===== src/rtl/branch_cmp_pkg.sv =====
// Shared types and helpers for the iterative branch compare unit.
package branch_cmp_pkg;

    typedef struct packed {
        logic lt;
        logic invert;
        logic unsigned_comparison;
    } cmp_op_t;

    typedef enum logic [1:0] {
        IDLE = 2'd0,
        BUSY = 2'd1,
        DONE = 2'd2
    } state_e;

    function automatic int nchunk(input int xlen, input int chunk);
        return xlen / chunk;
    endfunction

    // Signedness is folded into the operands (MSB flip), so only lt/invert matter here.
    function automatic logic op_taken(input cmp_op_t op, input logic eq, input logic a_lt_b);
        logic cond;
        cond = op.lt ? a_lt_b : eq;
        return cond ^ op.invert;
    endfunction

endpackage


===== src/rtl/cmp_chunk.sv =====
// Combinational unsigned compare of one operand chunk.
module cmp_chunk #(
    parameter int W = 8
) (
    input  logic [W-1:0] a_i,
    input  logic [W-1:0] b_i,
    output logic         eq_o,
    output logic         lt_o
);

    assign eq_o = (a_i == b_i);
    assign lt_o = (a_i < b_i);

endmodule


===== src/rtl/branch_cmp_iter.sv =====
// Multi-cycle RISC-V branch compare, CHUNK bits per cycle, MSB chunk first.
// Optional macro CMP_EARLY_EXIT_EN: finish on the first deciding chunk instead of constant time.
module branch_cmp_iter
    import branch_cmp_pkg::*;
#(
    parameter int XLEN  = 32,
    parameter int CHUNK = 8
) (
    input  logic            clk,
    input  logic            rst,
    input  logic            in_valid,
    output logic            in_ready,
    input  logic [XLEN-1:0] ra,
    input  logic [XLEN-1:0] rb,
    input  logic            lt,
    input  logic            invert,
    input  logic            unsigned_comparison,
    input  logic            kill,
    output logic            out_valid,
    input  logic            out_ready,
    output logic            taken
);

    localparam int NCHUNK = nchunk(XLEN, CHUNK);
    localparam int IDXW   = (NCHUNK > 1) ? $clog2(NCHUNK) : 1;
    localparam logic [IDXW-1:0] IDX_TOP = IDXW'(NCHUNK - 1);

    localparam logic [1:0] S_IDLE = IDLE;
    localparam logic [1:0] S_BUSY = BUSY;
    localparam logic [1:0] S_DONE = DONE;

    logic [1:0]      state_q, state_d;
    logic [IDXW-1:0] idx_q, idx_d;
    logic            taken_q, taken_d;
    logic [XLEN-1:0] a_q, b_q;
    cmp_op_t         op_q, op_in;
    logic [XLEN-1:0] sign_mask;
    logic [CHUNK-1:0] a_chunk, b_chunk;
    logic            accept, c_eq, c_lt;
    logic            finish, res_eq, res_lt;

    assign op_in     = {lt, invert, unsigned_comparison};
    assign sign_mask = {(lt && !unsigned_comparison), {(XLEN-1){1'b0}}};
    assign in_ready  = (state_q == S_IDLE) && !rst;
    assign accept    = in_valid && in_ready && !kill;
    assign out_valid = (state_q == S_DONE);
    assign taken     = taken_q;

    assign a_chunk = a_q[idx_q*CHUNK +: CHUNK];
    assign b_chunk = b_q[idx_q*CHUNK +: CHUNK];

    cmp_chunk #(.W(CHUNK)) u_chunk (
        .a_i  (a_chunk),
        .b_i  (b_chunk),
        .eq_o (c_eq),
        .lt_o (c_lt)
    );

`ifdef CMP_EARLY_EXIT_EN
    assign finish = !c_eq || (idx_q == '0);
    assign res_eq = c_eq;
    assign res_lt = c_lt;
`else
    // Constant time: hold the first differing chunk's verdict until the last chunk.
    logic dec_q, dec_lt_q;

    assign finish = (idx_q == '0);
    assign res_eq = dec_q ? 1'b0 : c_eq;
    assign res_lt = dec_q ? dec_lt_q : c_lt;

    always_ff @(posedge clk) begin
        if (rst || accept || kill) begin
            dec_q <= 1'b0;
        end else if (state_q == S_BUSY && !dec_q && !c_eq) begin
            dec_q <= 1'b1;
        end
    end

    always_ff @(posedge clk) begin
        if (state_q == S_BUSY && !dec_q && !c_eq) begin
            dec_lt_q <= c_lt;
        end
    end
`endif

    always_comb begin
        state_d = state_q;
        idx_d   = idx_q;
        taken_d = taken_q;
        case (state_q)
            S_IDLE: begin
                if (accept) begin
                    state_d = S_BUSY;
                    idx_d   = IDX_TOP;
                end
            end
            S_BUSY: begin
                if (finish) begin
                    state_d = S_DONE;
                    taken_d = op_taken(op_q, res_eq, res_lt);
                end else begin
                    idx_d = idx_q - 1'b1;
                end
            end
            S_DONE: begin
                if (out_ready) begin
                    state_d = S_IDLE;
                end
            end
            default: state_d = S_IDLE;
        endcase
        // A killed request must not disturb the visible result.
        if (kill) begin
            state_d = S_IDLE;
            taken_d = taken_q;
        end
    end

    always_ff @(posedge clk) begin
        if (rst) begin
            state_q <= S_IDLE;
            idx_q   <= IDX_TOP;
            taken_q <= 1'b0;
        end else begin
            state_q <= state_d;
            idx_q   <= idx_d;
            taken_q <= taken_d;
        end
    end

    always_ff @(posedge clk) begin
        if (accept) begin
            a_q  <= ra ^ sign_mask;
            b_q  <= rb ^ sign_mask;
            op_q <= op_in;
        end
    end

endmodule


===== config.mk =====
export PLATFORM = sky130hd
export DESIGN_NAME = branch_cmp_iter
export DESIGN_NICKNAME = d
export VERILOG_FILES = /design/src/rtl/branch_cmp_pkg.sv /design/src/rtl/cmp_chunk.sv /design/src/rtl/branch_cmp_iter.sv
export SDC_FILE = /design/constraint.sdc
export NUM_CORES = 1
export LEC_CHECK = 0
export BUFFER_PORTS_ARGS = -buffer_cell sky130_fd_sc_hd__buf_2
export CORE_UTILIZATION = 54
export DETAILED_ROUTE_END_ITERATION = 16
export GPL_TIMING_DRIVEN = 1
export HOLD_SLACK_MARGIN = 0.08
export PLACE_DENSITY = 0.81
export SYNTH_ARGS = -nofsm -noshare
export SYNTH_HDL_FRONTEND = slang
export SYNTH_HIERARCHICAL = 1
export SYNTH_SLANG_ARGS = --single-unit

===== constraint.sdc =====
create_clock -name clk -period 15.2 [get_ports clk]
set_clock_uncertainty 0.2 [all_clocks]
set_input_delay 1.52 -clock clk [delete_from_list [all_inputs] [get_ports clk]]
set_output_delay 1.52 -clock clk [all_outputs]
set_load 0.03 [all_outputs]

Word level (Yosys, flattened, before mapping)

Index checks and enable logic that the tools add are counted.
Widths: inputs -> output; s select.

Add/sub/neg operators: 1
Magnitude comparators: 1
Equal/unequal tests: 7
Shift-type cells: 2
Multiplexer cells: 10
Bitwise operators: 4
Reductions and logical operators: 20

Operators with widths:

| cell                | number |
|---|---|
| $shiftx 32x6->8     | 2 |
| $xor 32x32->32      | 2 |
| $mux 2              | 5 |
| $reduce_and 3->1    | 3 |
| $eq 8x8->1          | 1 |
| $lt 8x8->1          | 1 |
| $logic_and 1x1->1   | 6 |
| $ne 2x2->1 const B  | 3 |
| $pmux 2 s3          | 1 |
| $logic_not 1->1     | 5 |
| $logic_not 2->1     | 2 |
| $pmux 2 s2          | 1 |
| $mux 1              | 3 |
| $eq 2x1->1 const B  | 1 |
| $eq 2x2->1 const B  | 1 |
| $logic_or 1x1->1    | 2 |
| $ne 2x1->1 const B  | 1 |
| $reduce_bool 2->1   | 1 |
| $reduce_or 2->1     | 1 |
| $sub 2x1->2 const B | 1 |
| $not 1->1           | 1 |
| $xor 1x1->1         | 1 |

Flip-flop bits (word level): 73
Logic and storage cells: 54

Depth between registers and ports, before layout

Word-level depth: 6
Mapped depth: 13

Cells and area by module

Netlist, hierarchy kept.

Modules (own cells, without submodules):

| module          | times used | cells each | area an instance (um2) | sequential area each (um2) |
|---|---|---|---|---|
| branch_cmp_iter | 1          | 132        | 2790.2                 | 2132.0 |
| cmp_chunk       | 1          | 27         | 202.7                  | 0.0 |

Worst setup path before layout

OpenSTA, ideal clock, no wires.

Path kind: input to register
Start point: input port rst
End point: register a_q[0] (enable)
Library setup time: 675 ps
Arrival time: 8519 ps
Data required time: 14325 ps
Setup slack: 5806 ps
Stages: 2
Buffers on the path: 0
Cells stage by stage: nor2_1 nor4b_1

Longest elaborated chain between the ends: 4

Ends and longest elaborated chain:

| element                        | line                   | source |
|---|---|---|
| start: declaration             | branch_cmp_iter.sv:10  | `input logic rst,` |
| $logic_not 1->1                | branch_cmp_iter.sv:44  | `assign in_ready = (state_q == S_IDLE) && !rst;` |
| $logic_and 1x1->1              | branch_cmp_iter.sv:44  |  |
| $logic_and 1x1->1 (2 in a row) | branch_cmp_iter.sv:45  | `assign accept = in_valid && in_ready && !kill;` |
| named net accept               | branch_cmp_iter.sv:39  | `logic accept, c_eq, c_lt;` |
| end signal: assignment         | branch_cmp_iter.sv:133 | `a_q <= ra ^ sign_mask;` |
| end: declaration               | branch_cmp_iter.sv:35  | `logic [XLEN-1:0] a_q, b_q;` |

The timed path passes the listed nets, and every way through them passes these cells.
A chain may end at the register's enable or synchronous reset.

Worst setup path after layout

Start point: input port rst
End point: output port in_ready

Longest elaborated chain between the ends: 2

Ends and longest elaborated chain:

| element           | line                  | source |
|---|---|---|
| $logic_not 1->1   | branch_cmp_iter.sv:44 |  |
| $logic_and 1x1->1 | branch_cmp_iter.sv:44 |  |
| end: declaration  | branch_cmp_iter.sv:12 | `output logic in_ready,` |

Every way passes these cells.

==> reports/metrics.yaml <==
pwr:
  totalPowerFinal_mw: 0.428
  p_switching_mw: 0.0808
  pwr_density_cell_nw_per_um2: 116
  ir_drop_uv: 106
  p_comb_share_pct: 5.5
  power_switching_share_pct: 18.9
  power_frac_seq_pct: 53.1
  leakage_nw: 1.45
  intPower_mw: 0.347
  p_clk_share_pct: 41.4
worst_hold_path:
  hold_start: "dec_q"
  min_path_type: "reg2reg"
  min_path_cells: 2
  hold_path_end: "dec_q"
finish:
  regArea_um2: 2130
  fillers: 354
  antenna_cells: 0
  area_growth_pct: 23.0
  layout-drive-gt1-share_pct: 46.2
  finalNetCount: 323
  multi_input_area_um2: 791
sta:
  finalHoldViolCount: 0
  slew_viol_final: 0
  tightest_slew_ns: 0.815
  final.min_clock_period_ns: 3.73
  tns_ns: 0
  fin_crit_sh_pct: 24.5
  max_slew_margin_pct: 45.6
  grt_setup_unrepaired: "false"
  fmax_ghz: 0.268
  setup_viol: 0
critical_path:
  slowest_stage: "buf_2"
  end_kind: "primary output"
  r2r_start: "idx_q[0]"
  rr_worst_depth: 10
  cp_top_family: "buffers and inverters"
  worst-path-max-fanout: 8
  rrSetupSlack_ns: 11.76
  startpoint_type: "primary input"
  crit_buf_inv: 2
  path_common_cell: "buf_2"
  path_cells: "buf_2 -> nor3_1 -> buf_2"
  cp_data_required_time_ns: 13.48
  max_stage_delay_ns: 0.22
  arrival_ns: 2.01
  crit_type: "in2out"
  timing.rr.end: "taken"
place:
  hpwl_um: 3470
  place.port_buffers: 74
  place_congestion: 0.744
synth:
  synth_top_cells_by_count: "edfxtp_1 (67), mux4_2 (16), inv_1 (11)"
  synthFlopType: "edfxtp_1"
  synth_edf_count: 67
  synth_seq_cells: 73
  syn_avg_cell_area_um2: 18.8
  syn-num-nets: 240
  yosys_warnings: 6
  synth_top_area_share_pct: 67.2
  synth_compound_area_share_pct: 3.76
  async_reset_ff_share_pct: 0
  synth_top_family_by_area: "multiplexers"
  synth_simple_gate_area_share_pct: 5.73
  syn_inst: 159
  synth_xor_xnor_area_share_pct: 0.585
  synth_cell_types: 35
  synth.most_common_cell: "edfxtp_1"
  seq_area_frac_synth_pct: 71.2
  yosys.area.top_type: "edfxtp_1"
  synth_fa_ha_area_share_pct: 3.76
  muxShareOfSynthArea_pct: 12.4
  yosys-top-cells-area: "edfxtp_1 (67%), mux4_2 (12%), dfxtp_1 (4.0%)"
  synth_area_um2: 2990
detailed_routing:
  first_iter_violations: 91
  num_vias: 1656
  first_pass_iters: 4
  wl_um: 4850
  avgViaCountPerCell: 5.22
  ant_nets: 0
  post_drt_wl_per_cell_um: 15.3
  drc: 0
clock_network:
  cts_setup_buffers: 0
  clock_path_buffers: 2
  cts.sinks: 73
  cts_root_buf: "clkbuf_8"
  ctsResizeCount: 0
  cts-buffers-inserted: 9
  clk-insertion-delay-late_ns: 0.34
  ctsHoldBuffers: 0
  h-tree-depth: 3
  cts_tree: "built"
  path_clk_slew_ns: 0.07
global_routing:
  grt_max_degree: 35
  grt_pass1_vias: 1727
  grt_use_total_pct: 18.6
  antenna_found_initial: 0
  grt_pass1_wl_um: 7750
  grt.overflow.total: 0
die:
  num_rows: 26
  die_w_um: 76.4
  die_y_um: 76.4
  io_pins: 75
  fp.coreArea_um2: 5240
  die_area_um2: 5840
  start_util_pct: 57.1
job:
  max-cap-violations: 0
status:
  outcome: "finished clean"
==> cell type report <==
type | instances | area share [%]
clock inverter | 6 | 2.92
timing repair buffer | 77 | 10.7
clock buffer | 10 | 3.47
tap | 70 | 2.38
sequential | 73 | 57.9
multi-input combinational | 70 | 21.5
inverter | 11 | 1.12
==> through the flow <==
step | std cells | setup slack [ns] | area, µm² | hold slack (ns) | util (%)
after floorplan | 159 | 5.81 | 2990 | 0.288 | -
after global placement | 301 | 11.50 | 3440 | 0.313 | 65.8
after detailed placement | 301 | 11.46 | 3440 | 0.332 | 65.8
after CTS | 317 | 11.46 | 3680 | 0.346 | 70.3
after global routing | 317 | 11.38 | 3680 | 0.380 | 70.3
final | 317 | 11.47 | 3680 | 0.346 | 70.3
==> worst reg2reg max path, stage by stage (launching register included) <==
cell and delay, ns:
dfxtp_1 0.68, buf_4 0.33, mux4_2 0.52, ha_1 0.34
nor2b_1 0.15, o211ai_2 0.13, a21oi_1 0.10, a2111oi_2 0.38
mux2i_1 0.12, o21ai_0 0.24, o211ai_1 0.13
==> layer usage <==
layer / wire, µm / part of all wire [%] / global-route usage [%] / up-vias
met5: 0 / 0 / 0 / -
met4: 183 / 3.8 / 12.5 / 0
met3: 230 / 4.7 / 6.59 / 16
met2: 2470 / 51 / 30.0 / 57
met1: 1970 / 40 / 20.9 / 786
li1: - / - / - / 797
==> state kept, by name, indices dropped and copies added, names as in the netlist <==
| name | flops |
|---|---|
| a_q | 32 |
| b_q | 32 |
| idx_q | 2 |
| op_q | 2 |
| state_q | 2 |
| dec_lt_q | 1 |
| dec_q | 1 |
| taken | 1 |
==> power groups by stage <==
stage | logic [mW] | clock network (mW) | registers (mW)
detailed placement | 0.0237 | 0 | 0.232
global placement | 0.0231 | 0 | 0.232
global route | 0.0261 | 0.188 | 0.228
CTS | 0.0239 | 0.180 | 0.227
finish | 0.0237 | 0.177 | 0.227
floorplan | 0.0118 | 0 | 0.232
==> logic make-up (layout without fill, tap and decap cells) <==
logic type | count (synthesis) | in the layout
xor+xnor | 2 | 2
compound gates | 15 | 15
fa+ha+maj | 9 | 9
simple gates | 27 | 27
mux | 17 | 17
buf+inv | 16 | 104
flops | 73 | 73
==> cell usage in the layout (no fill, tap or decap), types with 4 or more instances in the layout <==
master,synthesis,final
buf_2,1,74
edfxtp_1,67,67
mux4_2,16,16
inv_1,11,11
ha_1,9,9
clkbuf_8,0,9
nor2_1,6,6
dfxtp_1,6,6
o21ai_0,4,4
==> how the worst max path moves through the flow <==
stage             start        to  slack, ns  depth (start not counted)
2_1_floorplan       rst    a_q[0]       5.81                          2
3_3_place_gp        rst  in_ready      11.50                          3
3_5_place_dp        rst  in_ready      11.46                          3
4_1_cts             rst  in_ready      11.46                          3
5_1_grt        idx_q[0]     taken      11.38                         11
6_report            rst  in_ready      11.47                          3
(Power assumes the default switching activity.)
